==> src/rtl/spi_master_tx.sv <==
// rtl/spi_master_tx.sv - parametrised SPI master transmitter with one-deep buffer and burst frames
module spi_master_tx #(
    parameter int DATA_LENGTH = 8,
    parameter int CLK_DIV     = 4,
    parameter int CPOL        = 0,
    parameter int CPHA        = 0,
    parameter int LSB_FIRST   = 0,
    parameter int NUM_SLAVES  = 1,
    parameter int SS_LEAD     = 2,
    parameter int SS_LAG      = 2,
    parameter int SS_IDLE     = 2,
    localparam int SW = (NUM_SLAVES > 1) ? $clog2(NUM_SLAVES) : 1
) (
    input  logic                   SCLK,
    input  logic                   RST_N,
    input  logic [DATA_LENGTH-1:0] DATA,
    input  logic [SW-1:0]          SLAVE_SEL,
    input  logic                   HOLD,
    input  logic                   VALID,
    output logic                   READY,
    output logic                   BUSY,
    output logic                   DONE,
    output logic                   MCLK,
    output logic [NUM_SLAVES-1:0]  SS_N,
    output logic                   MISO
);

    localparam int EW   = $clog2(2 * DATA_LENGTH);
    localparam int HW   = $clog2(CLK_DIV) + 1;
    localparam int TMAX = (SS_LEAD > SS_LAG) ? ((SS_LEAD > SS_IDLE) ? SS_LEAD : SS_IDLE)
                                             : ((SS_LAG > SS_IDLE) ? SS_LAG : SS_IDLE);
    localparam int TW   = $clog2(TMAX) + 1;

    localparam logic [EW-1:0] E_LAST    = EW'(2 * DATA_LENGTH - 1);
    localparam logic [HW-1:0] H_LAST    = HW'(CLK_DIV - 1);
    localparam logic [TW-1:0] LEAD_LAST = TW'(SS_LEAD - 1);
    localparam logic [TW-1:0] LAG_LAST  = TW'(SS_LAG - 1);
    localparam logic [TW-1:0] IDLE_LAST = TW'(SS_IDLE - 1);
    localparam logic          MCLK_IDLE = (CPOL != 0);

    typedef enum logic [2:0] {ST_IDLE, ST_LEAD, ST_SHIFT, ST_LAG, ST_GAP} state_t;

    state_t                  state, state_d;
    logic [TW-1:0]           tcnt, tcnt_d;
    logic [HW-1:0]           hcnt, hcnt_d;
    logic [EW-1:0]           ecnt, ecnt_d;
    logic [DATA_LENGTH-1:0]  shreg, shreg_d;
    logic                    miso_q, miso_d;
    logic                    mclk_q, mclk_d;
    logic [NUM_SLAVES-1:0]   ss_n_q, ss_n_d;
    logic [SW-1:0]           sel_q, sel_d;
    logic                    hold_q, hold_d;
    logic                    done_q, done_d;

    logic                    buf_valid, buf_valid_d, buf_take;
    logic [DATA_LENGTH-1:0]  buf_data;
    logic [SW-1:0]           buf_sel;
    logic                    buf_hold;
    logic                    ready_q;
    logic                    accept;
    logic                    advance;

    function automatic logic head_bit(input logic [DATA_LENGTH-1:0] d);
        return (LSB_FIRST != 0) ? d[0] : d[DATA_LENGTH-1];
    endfunction

    function automatic logic [DATA_LENGTH-1:0] shift_next(input logic [DATA_LENGTH-1:0] d);
        return (LSB_FIRST != 0) ? (d >> 1) : (d << 1);
    endfunction

    // Out-of-range selects decode to no active line
    function automatic logic [NUM_SLAVES-1:0] ss_decode(input logic [SW-1:0] s);
        logic [NUM_SLAVES-1:0] v;
        v = '1;
        for (int i = 0; i < NUM_SLAVES; i++) begin
            if (s == SW'(i)) v[i] = 1'b0;
        end
        return v;
    endfunction

    assign accept      = VALID && ready_q;
    assign buf_valid_d = (buf_valid && !buf_take) || accept;
    assign advance     = (CPHA == 0) ? ecnt[0] : (!ecnt[0] && (ecnt != '0));

    always_comb begin
        state_d  = state;
        tcnt_d   = tcnt;
        hcnt_d   = hcnt;
        ecnt_d   = ecnt;
        shreg_d  = shreg;
        miso_d   = miso_q;
        mclk_d   = mclk_q;
        ss_n_d   = ss_n_q;
        sel_d    = sel_q;
        hold_d   = hold_q;
        done_d   = 1'b0;
        buf_take = 1'b0;
        case (state)
            ST_IDLE: begin
                miso_d = 1'b0;
                mclk_d = MCLK_IDLE;
                if (buf_valid) begin
                    buf_take = 1'b1;
                    shreg_d  = buf_data;
                    miso_d   = head_bit(buf_data);
                    sel_d    = buf_sel;
                    hold_d   = buf_hold;
                    ss_n_d   = ss_decode(buf_sel);
                    tcnt_d   = '0;
                    state_d  = ST_LEAD;
                end
            end
            ST_LEAD: begin
                if (tcnt == LEAD_LAST) begin
                    tcnt_d  = '0;
                    hcnt_d  = '0;
                    ecnt_d  = '0;
                    state_d = ST_SHIFT;
                end else begin
                    tcnt_d = tcnt + TW'(1);
                end
            end
            ST_SHIFT: begin
                if (hcnt == H_LAST) begin
                    hcnt_d = '0;
                    mclk_d = ~mclk_q;
                    ecnt_d = ecnt + EW'(1);
                    if (ecnt == E_LAST) begin
                        done_d = 1'b1;
                        mclk_d = MCLK_IDLE;
                        ecnt_d = '0;
                        // Chain into the next frame without releasing the select
                        if (buf_valid && hold_q && (buf_sel == sel_q)) begin
                            buf_take = 1'b1;
                            shreg_d  = buf_data;
                            miso_d   = head_bit(buf_data);
                            hold_d   = buf_hold;
                        end else begin
                            tcnt_d  = '0;
                            state_d = ST_LAG;
                        end
                    end else if (advance) begin
                        shreg_d = shift_next(shreg);
                        miso_d  = head_bit(shift_next(shreg));
                    end
                end else begin
                    hcnt_d = hcnt + HW'(1);
                end
            end
            ST_LAG: begin
                if (tcnt == LAG_LAST) begin
                    ss_n_d  = '1;
                    miso_d  = 1'b0;
                    tcnt_d  = '0;
                    state_d = ST_GAP;
                end else begin
                    tcnt_d = tcnt + TW'(1);
                end
            end
            ST_GAP: begin
                if (tcnt == IDLE_LAST) begin
                    tcnt_d  = '0;
                    state_d = ST_IDLE;
                end else begin
                    tcnt_d = tcnt + TW'(1);
                end
            end
            default: state_d = ST_IDLE;
        endcase
    end

    always_ff @(posedge SCLK or negedge RST_N) begin
        if (!RST_N) begin
            state     <= ST_IDLE;
            tcnt      <= '0;
            hcnt      <= '0;
            ecnt      <= '0;
            shreg     <= '0;
            miso_q    <= 1'b0;
            mclk_q    <= MCLK_IDLE;
            ss_n_q    <= '1;
            sel_q     <= '0;
            hold_q    <= 1'b0;
            done_q    <= 1'b0;
            buf_valid <= 1'b0;
            buf_data  <= '0;
            buf_sel   <= '0;
            buf_hold  <= 1'b0;
            ready_q   <= 1'b1;
        end else begin
            state     <= state_d;
            tcnt      <= tcnt_d;
            hcnt      <= hcnt_d;
            ecnt      <= ecnt_d;
            shreg     <= shreg_d;
            miso_q    <= miso_d;
            mclk_q    <= mclk_d;
            ss_n_q    <= ss_n_d;
            sel_q     <= sel_d;
            hold_q    <= hold_d;
            done_q    <= done_d;
            buf_valid <= buf_valid_d;
            ready_q   <= !buf_valid_d;
            if (accept) begin
                buf_data <= DATA;
                buf_sel  <= SLAVE_SEL;
                buf_hold <= HOLD;
            end
        end
    end

    assign READY = ready_q;
    assign BUSY  = (state != ST_IDLE);
    assign DONE  = done_q;
    assign MCLK  = mclk_q;
    assign SS_N  = ss_n_q;
    assign MISO  = miso_q;

endmodule

==> config.mk <==
export PLATFORM = sky130hd
export DESIGN_NAME = spi_master_tx
export DESIGN_NICKNAME = d
export VERILOG_FILES = /design/src/rtl/spi_master_tx.sv
export SDC_FILE = /design/constraint.sdc
export NUM_CORES = 1
export LEC_CHECK = 0
export CAP_MARGIN = 20
export CORE_MARGIN = 2
export CORE_UTILIZATION = 30
export DETAILED_ROUTE_END_ITERATION = 16
export HOLD_SLACK_MARGIN = 0.05
export PLACE_DENSITY_LB_ADDON = 0.2
export RECOVER_POWER = 25
export REMOVE_ABC_BUFFERS = 1
export SLEW_MARGIN = 20
export SYNTH_ARGS = -nofsm -noshare
export SYNTH_HDL_FRONTEND = slang
export SYNTH_SLANG_ARGS = --single-unit
==> constraint.sdc <==
create_clock -name SCLK -period 2.9 [get_ports SCLK]
set_input_delay 0.87 -clock SCLK [delete_from_list [all_inputs] [get_ports SCLK]]
set_output_delay 0.87 -clock SCLK [all_outputs]
set_load 0.005 [all_outputs]
# Yosys cells after proc, flatten, opt, wreduce, memory -nomap -nowiden
# Cells that the tools add are included.
dict set report classes {
  n_addsub 3
  n_eq_ne 18
  mux 53
  n_bitwise 1
  reduce_logical 25
}
# operator count
set ops {}
lappend ops {{$mux W7} 5}
lappend ops {{$mux W3} 8}
lappend ops {{$mux W1} 22}
lappend ops {{$reduce_and A5 Y1} 4}
lappend ops {{$ne A2 B2 Y1 const B} 8}
lappend ops {{$pmux W3 S5} 1}
lappend ops {{$pmux W7 S2} 1}
lappend ops {{$mux W4} 3}
lappend ops {{$mux W2} 5}
lappend ops {{$eq A3 B2 Y1 const B} 3}
lappend ops {{$reduce_bool A3 Y1} 3}
lappend ops {{$pmux W1 S2} 4}
lappend ops {{$pmux W4 S2} 1}
lappend ops {{$reduce_and A7 Y1} 1}
lappend ops {{$ne A3 B3 Y1 const B} 2}
lappend ops {{$pmux W2 S3} 1}
lappend ops {{$pmux W3 S2} 1}
lappend ops {{$reduce_and A2 Y1} 3}
lappend ops {{$reduce_and A3 Y1} 2}
lappend ops {{$reduce_bool A2 Y1} 3}
lappend ops {{$add A4 B1 Y4 const B} 1}
lappend ops {{$eq A4 B4 Y1 const B} 1}
lappend ops {{$logic_and A1 B1 Y1} 4}
lappend ops {{$add A3 B1 Y3 const B} 1}
lappend ops {{other kinds (11)} 12}
dict set report totals {
  register_bits 37
  in_bits 13
  output_inout_bits 6
  word_cells 116
}

# Depth between registers and ports, before layout
# Gate-level depths: netlist of run 1.
dict set report depth {
  word_depth 10
  ltp_mapped 6
  mapped_depth_nobuf 5
}

# Least setup slack after synthesis of run 1
# Ideal clock, no wire load.
dict set report synth_timing {
  kind {register -> register}
  start {register ecnt[0]}
  end {register shreg[1]}
  setup_ns 0.125
  arrival_ns 1.761
  required_ns 2.775
  setup_slack_ns 1.014
  stages_incl_launch_ff 6
  n_path_buf 0
  synth_period_minus_slack_ns 1.886
  path_cell_list {dfrtp_1 ha_1 nand3_1 nand2_1 a311oi_4 mux2_2}
}
dict set report synth_via {
  elab_chain_len 4
  word_cells_on_any_way 7
  cone_classes {eq/ne: 3; mux: 3; reduce/logical: 1}
}
# element line_no
set synth_rtl {}
lappend synth_rtl {{start, declared} 46} ;# logic [EW-1:0] ecnt, ecnt_d;
lappend synth_rtl {{start signal, assigned} 194} ;# ecnt <= ecnt_d;
lappend synth_rtl {{$eq A4 B4 Y1} 128} ;# if (ecnt == E_LAST) begin
lappend synth_rtl {{$mux W7} 128}
lappend synth_rtl {{$mux W7} 124} ;# if (hcnt == H_LAST) begin
lappend synth_rtl {{$pmux W7 S2} 98} ;# case (state)
lappend synth_rtl {{end signal, assigned} 195} ;# shreg <= shreg_d;
lappend synth_rtl {{end, declared} 47} ;# logic [DATA_LENGTH-1:0] shreg, shreg_d;
# Several ways; a longest one is shown, not always the timed one. The select of a mux whose other input is x is not followed.
# A chain may end at the register's enable or synchronous reset.

# Final worst setup path of run 1
dict set report layout_timing {
  start {register state[1]}
  end {output port BUSY}
}
dict set report layout_via {
  elab_chain_len 1
}
# element line_no
set layout_rtl {}
lappend layout_rtl {{start, declared} 43} ;# state_t state, state_d;
lappend layout_rtl {{start signal, assigned} 191} ;# state <= state_d;
lappend layout_rtl {{$reduce_bool A3 Y1} 213} ;# assign BUSY = (state != ST_IDLE);
lappend layout_rtl {{end, declared} 21} ;# output logic BUSY,
# Every way passes these cells.

==> results by stage, run 1 <==
Synth:
- The synthesized cell area is 1820 µm².
- Synthesis produced 152 cells.
- The part of the Yosys area used for sequential elements is 51.1%.
- The number of different library cells used by synthesis comes to 43.
- The biggest area contributor in the post-synthesis netlist is sky130_fd_sc_hd__dfrtp_1.
- The post-synthesis register bit count is 37.
- The total number of yosys warnings is 0.
- Counting instances in the post-synthesis netlist gives the leading cell types as 35 x sky130_fd_sc_hd__dfrtp_1, 25 x sky130_fd_sc_hd__mux2_2, 13 x sky130_fd_sc_hd__nand2_1.
- By area the synthesized netlist is led by sky130_fd_sc_hd__dfrtp_1 48%, sky130_fd_sc_hd__mux2_2 16%, sky130_fd_sc_hd__dfstp_2 2.9%, sky130_fd_sc_hd__o21ai_0 2.8%, sky130_fd_sc_hd__nand2_1 2.7%.
- The per-instance average area after synthesis is 11.9 µm².
- Yosys mapped a number of flops with a built-in enable equal to 0.
- The most frequent cell after synthesis is sky130_fd_sc_hd__dfrtp_1.
- The async set-reset flop share out of synthesis is between 90% and 100%.
- For this run, the leading register cell type out of synthesis is sky130_fd_sc_hd__dfrtp_1.
- The area share of the leading cell type in the synthesized netlist is 48.2%.

Floorplanning:
- The total die area is 6690 µm².
- The die height is 81.8 µm.
- The core region is 5890 µm².
- In this run the count of I/O pins placed on the die edge is 19.
- The width of the die is 81.8 µm.
- The initial core utilization is between 30% and 40%.
- The floorplan row count is 28.

Clock tree:
- The number of gates resized after CTS was 0.
- The cell at the root of the clock tree is sky130_fd_sc_hd__clkbuf_8.
- Counting along the longest clock path gives a buffer depth of 2.
- The later-pin clock latency in the skew report is 0.29 ns.
- After clock tree synthesis, the setup repair step added 0 buffers.
- CTS built an H-tree with a depth of 2.
- The total CTS buffers is 5.
- The number of hold buffers added after CTS is 0.
- The TritonCTS sink count is 37.
- The clock transition time at the flip-flop clock pins of the worst setup and hold paths is roughly 0.070 ns.
- TritonCTS built the clock tree.

Power and ir drop:
- The cell leakage power is a little under 0.9 nW.
- The worst ir drop on vdd is 0.357 mV.
- The design draws approximately 0.0023 W.
- For this design the ratio of total power to cell area is 1090 nW/µm².

Global route:
- Global routing used 11.9% of the available tracks.
- The initial antenna violation count is 0.
- The via count of the first global-routing pass is between 1,000 and 1,500.
- For this run the aggregate overflow at the end of global routing stands at 0.
- Entering global routing, the biggest net connects 38 pins.
- The first-pass GRT wire length is 6020 µm.

Layout:
- The share of final-layout standard cells stronger than drive strength 1 is 25.4%.
- The count of nets after finishing is 187.
- The multi-input combinational cell area is 818 µm².
- The number of fillers in the final layout is 595.
- The finished cells cover 2130 µm².
- The area of all sequential standard cells is 928 µm².
- The final cell count without fillers is 248.
- From synthesis to final layout, the design area changed by 17.4%.
- The repair_antennas step left the layout with diodes totalling 0.

Route:
- The mean routed wirelength per cell is 13.8 µm.
- For this block, the initial DRC count from the detailed router was 99.
- Before antenna repair, the detailed router went through 4 iterations.
- In the routed design, unresolved DRC markers number 0.
- The final route contains between 1,000 and 1,500 vias.
- The routed design has 3420 µm of wire.
- Using the TritonRoute via totals, the vias-per-cell ratio works out to 4.99.
- The detail route stage leaves a number of antenna-violating nets equal to 0.

Critical path:
- The cell with the largest stage delay on the worst path is sky130_fd_sc_hd__dfrtp_1.
- STA classifies the critical path endpoint as a primary output.
- The required time at the worst-slack endpoint is about 2.0 ns.
- Walking the worst path, the cells encountered are nor3_1, inv_1, clkdlybuf4s50_1.
- Data on the critical path arrives at its endpoint at 1.78 ns.
- The biggest cell delay along the critical path is 0.54 ns.
- The worst setup path is of the register to primary output kind.
- STA classifies the critical path startpoint as a register.
- Along the worst path, the maximum fanout reaches 13.

STA:
- The worst pin sits at a relative slew slack of -30.3%.
- The worst setup margin is 0.252 ns.
- Setup repair after global routing left no endpoint under its margin.
- At the pin with the least slew margin, the transition time is 1.95 ns.
- The final hold violation count is 0.
- The total negative slack is 0 ns.
- The final count of negative-setup-slack endpoints is 0.
- The final critical path takes up 91.3% of the cycle.
- Timing would allow up to 0.378 GHz.
- The worst-case clock skew is 0.00685 ns.
- The worst path needs 2.65 ns of the cycle, external delays included.
- The max-slew violation total from the final report is 38.

Outcome:
- The flow ran to the end, but the final reports show violations.
- The final reports fail on max-capacitance violations, max-slew violations.

Placement:
- After detailed placement, the total cell area comes to 2040 µm².
- The final weighted congestion of routability-driven global placement is 0.782.
- Once placement completed, the tool counted placed cells totaling 240.
- The setup slack after placement is between 0.5 and 0.6 ns.
- The total half-perimeter wirelength after legalization and detailed placement is roughly 2500 µm.
- During placement, the flow inserted port buffers numbering 18.

Worst hold path:
- The worst hold-check path type is register to register.

Flow run:
- The count of max-cap constraint violations is 1.
flip-flops by register name, summed over array words and instances (netlist names), 2 cells and up:
name,count
buf_data,8
ecnt,4
state,3
shreg,7
tcnt,2
hcnt,3
critical path, delay by kind of cell (launching register included):
family,cells,cell delay [ns]
buf+inv,2,0.59
simple gates,1,0.36
flops,1,0.54
final timing paths:
path,from,slack [ns],end,cells after the start
hold / removal,MCLK$_DFFE_PN0P_,0.49,MCLK$_DFFE_PN0P_,1
max in group asynchronous,RST_N,0.65,hcnt[2]$_DFFE_PN0P_,1
hold reg to reg,MCLK$_DFFE_PN0P_,0.49,MCLK$_DFFE_PN0P_,1
setup / recovery,state[1]$_DFFE_PN0P_,0.25,BUSY,3
min in group asynchronous,RST_N,1.12,tcnt[0]$_DFFE_PN0P_,1
setup reg to reg,ecnt[0]$_DFFE_PN0P_,0.73,shreg[1]$_DFFE_PN0P_,5
through the flow:
stage	utilization, %	hold WS [ns]
final	36.2	0.488
after global routing	36.2	0.523
after global placement	34.7	0.469
after detailed placement	34.7	0.485
after floorplan	-	0.458
after CTS	36.2	0.493
cells by family after synthesis:
logic type / after synthesis / share of synthesized area [%]
simple gates: 43 / 13.8
flops: 37 / 51.1
compound gates: 29 / 11.8
mux: 28 / 17.2
buf+inv: 11 / 3.79
xor+xnor: 2 / 0.965
fa+ha+maj: 2 / 1.38
final cells by class:
| cell class | instances | share of cell area [%] |
|---|---|---|
| repair buffers | 19 | 8.51 |
| multi-input cells | 104 | 38.4 |
| well taps | 75 | 4.40 |
| clock buffers | 8 | 4.23 |
| flip-flops and latches | 37 | 43.6 |
| inverters | 5 | 0.881 |
routing by layer:
metal  GRT usage (%)  wire length, µm  vias to the layer above
met5               0                0                        -
met2            19.0             1700                       21
met3            4.18              161                        6
met4            4.50               53                        0
met1            14.9             1510                      621
li1                -                -                      589
placed cells by master (no fill, tap or decap), types with 3 or more instances in the layout:
cell,count
sky130_fd_sc_hd__mux2_2,25
sky130_fd_sc_hd__dfrtp_1,35
sky130_fd_sc_hd__clkdlybuf4s50_1,17
sky130_fd_sc_hd__clkbuf_1,3
sky130_fd_sc_hd__nor2b_1,4
sky130_fd_sc_hd__nand2_1,13
sky130_fd_sc_hd__mux2i_1,3
sky130_fd_sc_hd__a21oi_1,4
sky130_fd_sc_hd__clkbuf_8,6
sky130_fd_sc_hd__inv_1,5
sky130_fd_sc_hd__nor2_1,6
sky130_fd_sc_hd__o21ai_0,10
sky130_fd_sc_hd__nand3_1,5
power breakdown:
part / switching (W) / internal (W) / total, W
logic: 0.000452 / 0.000543 / 0.000995
clock network: 0.000169 / 0.000194 / 0.000363
registers: 0.000204 / 0.000754 / 0.000958
total: 0.000825 / 0.00149 / 0.00232
No activity file was read; power rests on OpenSTA's default activity.
==> inputs of run 2 (changes only) <==
- CAP_MARGIN: 20 -> 15
- PLACE_DENSITY_LB_ADDON: 0.2 -> 0.3
==> results by stage, run 2 (synthesis results as in run 1) <==
Outcome:
- The flow ran to the end, but the final reports show violations.
- The checks that failed: max-capacitance violations, max-slew violations.

Floorplanning:
- In this run the standard cell core region covers 5890 µm².
- The die height is 81.8 µm.
- The floorplan row count is 28.
- The top-level port count is 19.
- The die covers approximately 6700 µm².
- Once the floorplan was initialized, standard cells occupied 30.8% of the core.
- In this run the horizontal extent of the chip is 81.8 µm.

Route:
- In the routed layout, each cell is associated on average with a via count of 4.79.
- The via count of the routed design is approximately 1,200.
- In the routed design, unresolved DRC markers number 0.
- The final routed wirelength across all metal layers is 3220 µm.
- For this block, the initial DRC count from the detailed router was a little under 70.
- The mean routed wirelength per cell is about 13 µm.
- The first detailed-routing pass took 4 iterations.
- The residual antenna-violating net count after detailed routing is 0.

Worst hold path:
- The path with the worst hold slack has its endpoint at SS_N$_DFFE_PN1P_.
- The worst hold-check path type is register to register.
- Along the worst hold path, the cell count comes to 2.
- The source of the worst hold timing path is SS_N$_DFFE_PN1P_.

Clock tree:
- The later-pin clock latency in the skew report is just under 0.3 ns.
- The cell at the root of the clock tree is sky130_fd_sc_hd__clkbuf_8.
- The count of cells resized by post-cts repair is 0.
- The maximum level of the CTS H-tree is 2.
- The clock transition time at the flip-flop clock pins of the worst setup and hold paths is roughly 0.070 ns.
- The number of setup buffers added after CTS is 0.
- No sink is reached through more buffers than the 2 on the longest clock path.
- Counting every sink on the clock net gives 37.
- Clock tree synthesis inserted a total of 5 buffers.
- The CTS tree is built.
- The number of hold buffers added after CTS was 0.

STA:
- The worst path in the final design needs a cycle of 2.60 ns, including I/O delays and setup.
- The max-slew violation total from the final report is 38.
- The final count of negative-setup-slack endpoints is 0.
- The worst pin sits at a relative slew slack of -32.6%.
- The transition time of the tightest slew-check pin is 1.99 ns.
- For this run, the top clock speed supported by timing is 0.384 GHz.
- The post-route clock period utilization is 89.7%.
- The worst-case clock skew is 0.00363 ns.
- The total negative slack is 0 ns.
- The final hold violation count is 0.
- Setup repair after global routing left no endpoint under its margin.

Critical path:
- The cell family contributing the most delay on the critical path is buffers and inverters.
- The launching element type of the critical path is a register.
- The worst register-to-register path ends at shreg[2]$_DFFE_PN0P_.
- The number of cell instances on the worst register-to-register path is 5.
- Walking the worst path, the cells encountered are nor3_1, inv_1, clkdlybuf4s50_1.
- Among all stages on the critical path, the largest delay is contributed by sky130_fd_sc_hd__dfrtp_1.
- The capturing element type of the critical path is a primary output.
- The worst reg2reg path startpoint is ecnt[0]$_DFFE_PN0P_.
- Along the worst path, the maximum fanout reaches 12.
- The critical path is of the register to primary output type.
- For the worst setup path, the data arrival time is 1.73 ns.
- The slack of the worst reg-to-reg path is slightly below 0.8 ns.
- The required time at the worst-slack endpoint is slightly above 2 ns.
- Counting both buffers and inverters, the worst setup path holds a total of 2.
- The largest single stage delay on the critical path is roughly 0.52 ns.

Global route:
- The first-pass GRT wire length is a little under 6000 µm.
- The via count of the first global-routing pass came to around 1,300.
- The total routing resource utilization after global routing is 11.6%.
- For this run the aggregate overflow at the end of global routing stands at 0.
- The initial antenna violation count is 0.
- The maximum number of pins on one net before global-route repair is 38.

Power and ir drop:
- Summed over all cells, the static leakage comes to around 0.9 nW.
- The total power of the final layout is 0.00240 W.
- The worst ir drop on vdd is 0.486 mV.
- The power per standard cell area is between 1000 and 1500 nW/µm².

Placement:
- Routability-driven placement finished with a final weighted congestion of 0.748.
- Buffers placed on the I/O ports in this run total 18.
- After detailed placement, the design holds a cell count of between 200 and 250.
- The wire-length estimate of the detail-placed layout is 2310 µm.
- Summing all placed instances gives a cell area of 2050 µm².

Layout:
- The largest registers in the layout are buf_data (8), shreg (7), ecnt (4).
- The library cell used most frequently in the layout, excluding fill and tap cells, is sky130_fd_sc_hd__dfrtp_1.
- After the last flow step, the layout net total stands at 188.
- The count of cells in the finished layout, fillers not included, comes to 249.
- In the final layout, the share of cells above drive strength 1 is 26.4%.
- With fillers left out, the area of the finished cells amounts to about 2200 µm².
- 0 antenna diodes ended up in the layout.
- The relative area change from synthesis to final layout is 19.2%.
- The register with the most flip-flops is buf_data.
- The register with the most flip-flops in the layout has 8 of them.
- The top cell types in the final layout, fill and taps aside, are 35 x sky130_fd_sc_hd__dfrtp_1, 25 x sky130_fd_sc_hd__mux2_2, 17 x sky130_fd_sc_hd__clkdlybuf4s50_1.

Flow run:
- The count of max-cap constraint violations is 1.
==> run 2: changes by cell type in the layout (fill, tap and decap cells not counted) <==
cell	delta
sky130_fd_sc_hd__clkinvlp_4	+1
sky130_fd_sc_hd__bufinv_16	+1
sky130_fd_sc_hd__clkbuf_1	-1
==> run 2: tightest hold or removal path, cell delays in order (launching register included) <==
cell and delay [ns]:
sky130_fd_sc_hd__dfstp_2 0.37, sky130_fd_sc_hd__nand2_1 0.05, sky130_fd_sc_hd__nand3_1 0.07
==> run 2: power by group <==
group / total [W] / switching (W) / internal, W / leakage [nW]
Clock: 0.000463 / 0.000183 / 0.000280 / 0.0574
Combinational: 0.00100 / 0.000460 / 0.000544 / 0.389
Sequential: 0.000933 / 0.000179 / 0.000754 / 0.457
Total: 0.00240 / 0.000823 / 0.00158 / 0.903
==> run 2: area by class of cell <==
type                    instances  area [µm²]
clock buffers                   6        82.6
clock inverters                 2        37.5
well taps                      75        93.8
fillers                       623        3720
multi-input cells             104         818
flip-flops and latches         37         928
inverters                       5        18.8
repair buffers                 20         185
==> run 2: metal layers <==
layer | GRT usage, % | share of wire, % | vias to the layer above
li1 | - | - | 595
met1 | 15.6 | 51 | 577
met2 | 17.9 | 46 | 17
met3 | 3.96 | 3.1 | 3
met4 | 3.00 | 0.22 | 0
met5 | 0 | 0 | -
==> run 2: worst max-delay path by stage <==
stage                               from                    to  cells past startpoint
global route        state[0]$_DFFE_PN0P_                  BUSY                      3
global placement    state[0]$_DFFE_PN0P_                  BUSY                      3
CTS                 state[2]$_DFFE_PN0P_                  BUSY                      3
floorplan            ecnt[0]$_DFFE_PN0P_  shreg[1]$_DFFE_PN0P_                      5
finish              state[0]$_DFFE_PN0P_                  BUSY                      3
detailed placement  state[2]$_DFFE_PN0P_                  BUSY                      3
==> run 2: through the flow <==
stage | hold WS, ns | worst slack (ns) | utilization (%)
3_3_place_gp | 0.474 | 0.624 | 34.8
2_1_floorplan | 0.458 | 1.01 | -
5_1_grt | 0.525 | 0.126 | 36.8
3_5_place_dp | 0.485 | 0.609 | 34.8
6_report | 0.493 | 0.298 | 36.8
4_1_cts | 0.495 | 0.278 | 36.9
==> inputs of run 3 (changes only) <==
==> constraint.sdc (replaced) <==
create_clock -name SCLK -period 2.29 [get_ports SCLK]
set_input_delay 0.229 -clock SCLK [delete_from_list [all_inputs] [get_ports SCLK]]
set_output_delay 0.229 -clock SCLK [all_outputs]
set_load 0.005 [all_outputs]
==> results by stage, run 3 (synthesis results as in run 1) <==
Layout:
- The most frequent standard cell in the layout excluding fill and tap cells is sky130_fd_sc_hd__dfrtp_1.
- Counting flops per register, the top entry is buf_data.
- The antenna diode count is 0.
- In the layout the commonest cells are 35 x sky130_fd_sc_hd__dfrtp_1, 25 x sky130_fd_sc_hd__mux2_2, 17 x sky130_fd_sc_hd__clkdlybuf4s50_1.
- The share of final-layout standard cells stronger than drive strength 1 is a little over a quarter.
- Relative to the synthesized area, the layout overhead comes to 19.2%.
- In the final layout, the registers with the most flip-flops are buf_data (8), shreg (7), ecnt (4).
- The net count of the finished layout is about 190.
- The register with the most flip-flops in the layout has 8 of them.

Critical path:
- STA puts the critical path data required time at 2.06 ns.
- The slack of the worst reg-to-reg path is 0.32 ns.
- The arrival time at the worst endpoint is 1.77 ns.
- The launching element type of the critical path is a register.
- The critical path ends at BUSY.
- The endpoint identified for the worst register-to-register timing path is shreg[3]$_DFFE_PN0P_.
- For the worst flop-to-flop path, the logic depth is 5.
- The capturing element type of the critical path is a primary output.
- The worst register-to-register path begins at ecnt[0]$_DFFE_PN0P_.
- The category of the most critical setup path is register to primary output.
- The origin of the worst setup path is state[2]$_DFFE_PN0P_.
- The top fanout value on the critical path is 11.

Route:
- The mean routed wirelength per cell is 13.4 µm.
- For this block, the initial DRC count from the detailed router was roughly 120.
- Wires add up to 3340 µm.
- The detail route stage leaves a number of antenna-violating nets equal to 0.
- The first-pass iteration count of the detailed router is 4.
- The via count of the routed design is between 1,000 and 1,500.
- The number of remaining DRC errors is 0.
- The routed via count divided by cell count is about 4.9.

STA:
- Setup total negative slack on the finished layout was measured at 0 ns.
- The remaining max-slew budget at the tightest pin is -28.9%.
- Based on the critical path, the design can be clocked at up to 0.501 GHz.
- Once routing completed, OpenROAD measured the worst setup slack at 0.293 ns.
- Setup repair after global routing left no endpoint under its margin.
- The worst-case clock skew is about 0.0030 ns.
- The max-slew violation total from the final report is 38.
- Setup violations remaining at the end of the flow were counted as 0.
- Hold is met by 0.464 ns.
- At the pin with the least slew margin, the transition time is about 1.9 ns.
- The post-route clock period utilization is 87.2%.
- The final hold violation count is 0.
- Counting I/O delays and the setup requirement, the final critical path takes 2.00 ns.

Placement:
- The count of buffers added on input and output ports is 18.
- Routability-driven placement finished with a final weighted congestion of 0.750.
- Prior to clock tree synthesis, the placed netlist has a worst setup slack of 0.345 ns.
- The total half-perimeter wirelength after legalization and detailed placement is 2360 µm.

Outcome:
- The flow ran to the end, but the final reports show violations.
- The final reports fail on max-capacitance violations, max-slew violations.

Clock tree:
- CTS built an H-tree with a depth of 2.
- The cell at the root of the clock tree is sky130_fd_sc_hd__clkbuf_8.
- Gates resized during post-CTS repair numbered 0.
- The later-pin clock latency in the skew report is 0.29 ns.
- The clock transition time at the flip-flop clock pins of the worst setup and hold paths is ~0.08 ns.
- The TritonCTS sink count is 37.
- The number of setup buffers added after CTS is 0.
- The number of hold buffers added after CTS is 0.
- In this run, CTS created clock tree buffers numbering 5.
- The CTS tree is built.
- The buffer levels on the longest clock path is 2.

Global route:
- For this run the aggregate overflow at the end of global routing stands at 0.
- The via count of the first global-routing pass is between 1,000 and 1,500.
- The total routing resource utilization after global routing is 11.4%.
- The first-pass GRT wire length is approximately 5700 µm.
- The maximum number of pins on one net before global-route repair is 38.
- The initial antenna violation count is 0.

Power and ir drop:
- The switching part of the total power is about a third.
- Of the total power, registers draw 40.0%.
- The share of total power dissipated in combinational logic is a little over 40%.
- Summed over all cells, the static leakage comes to 0.903 nW.
- The internal portion of the total power is roughly 0.002 W.
- The worst-case IR drop observed on VDD is 0.614 mV.
- The clock share of power is around a fifth.
- The switching power total is 0.00107 W.
- For this design the ratio of total power to cell area is 1400 nW/µm².

Floorplanning:
- The die covers 6690 µm².
- The core region area is around 6000 µm².
- Once the floorplan was initialized, standard cells occupied a little under a third of the core.
- The floorplan step set the die width to around 82 µm.
- In this run the core area contains 28 standard-cell rows.
- The die height is 81.8 µm.
- The top-level port count is 19.

Worst hold path:
- The worst hold-check path type is input port to async pin.

Flow run:
- The count of max-cap constraint violations is 1.
-- run 3: through the flow --
step	area [µm²]	util (%)	power (W)	std cells
floorplan	1770	-	0.00211	146
global placement	2050	34.8	0.00246	241
detailed placement	2050	34.8	0.00247	241
CTS	2160	36.8	0.00307	249
global route	2160	36.8	0.00326	249
finish	2160	36.8	0.00303	249
-- run 3: routing by layer --
layer | track usage [%] | vias to the layer above | part of all wire, %
met5 | 0 | - | 0
met1 | 16.0 | 589 | 51
met2 | 16.4 | 30 | 44
met3 | 3.30 | 5 | 3.9
li1 | - | 597 | -
met4 | 4.50 | 0 | 1.3
-- run 3: worst min-delay path by stage --
stage,endpoint,cells past startpoint
after global routing,hcnt[2]$_DFFE_PN0P_,1
after detailed placement,tcnt[1]$_DFFE_PN0P_,1
after global placement,tcnt[1]$_DFFE_PN0P_,1
after CTS,ecnt[0]$_DFFE_PN0P_,1
after floorplan,DONE$_DFF_PN0_,0
final,tcnt[1]$_DFFE_PN0P_,1
-- run 3: power groups by stage --
stage               sequential (W)  combinational (W)  clock (W)
floorplan                  0.00116           0.000951          0
global placement           0.00122            0.00124          0
detailed placement         0.00123            0.00125          0
CTS                        0.00121            0.00126   0.000595
global route               0.00126            0.00138   0.000620
finish                     0.00121            0.00124   0.000576
-- run 3: cell type report --
cell class,instances,area (µm²)
Clock inverter,3,46.3
Multi-Input combinational cell,104,818
Timing Repair Buffer,20,189
Sequential cell,37,928
Fill cell,604,3720
Inverter,5,18.8
Clock buffer,5,68.8
Tap cell,75,93.8
-- run 3: critical path: stages, from the launching register on --
cell,delay [ns]
sky130_fd_sc_hd__dfrtp_1,0.52
sky130_fd_sc_hd__nor3_1,0.37
sky130_fd_sc_hd__inv_1,0.13
sky130_fd_sc_hd__clkdlybuf4s50_1,0.46
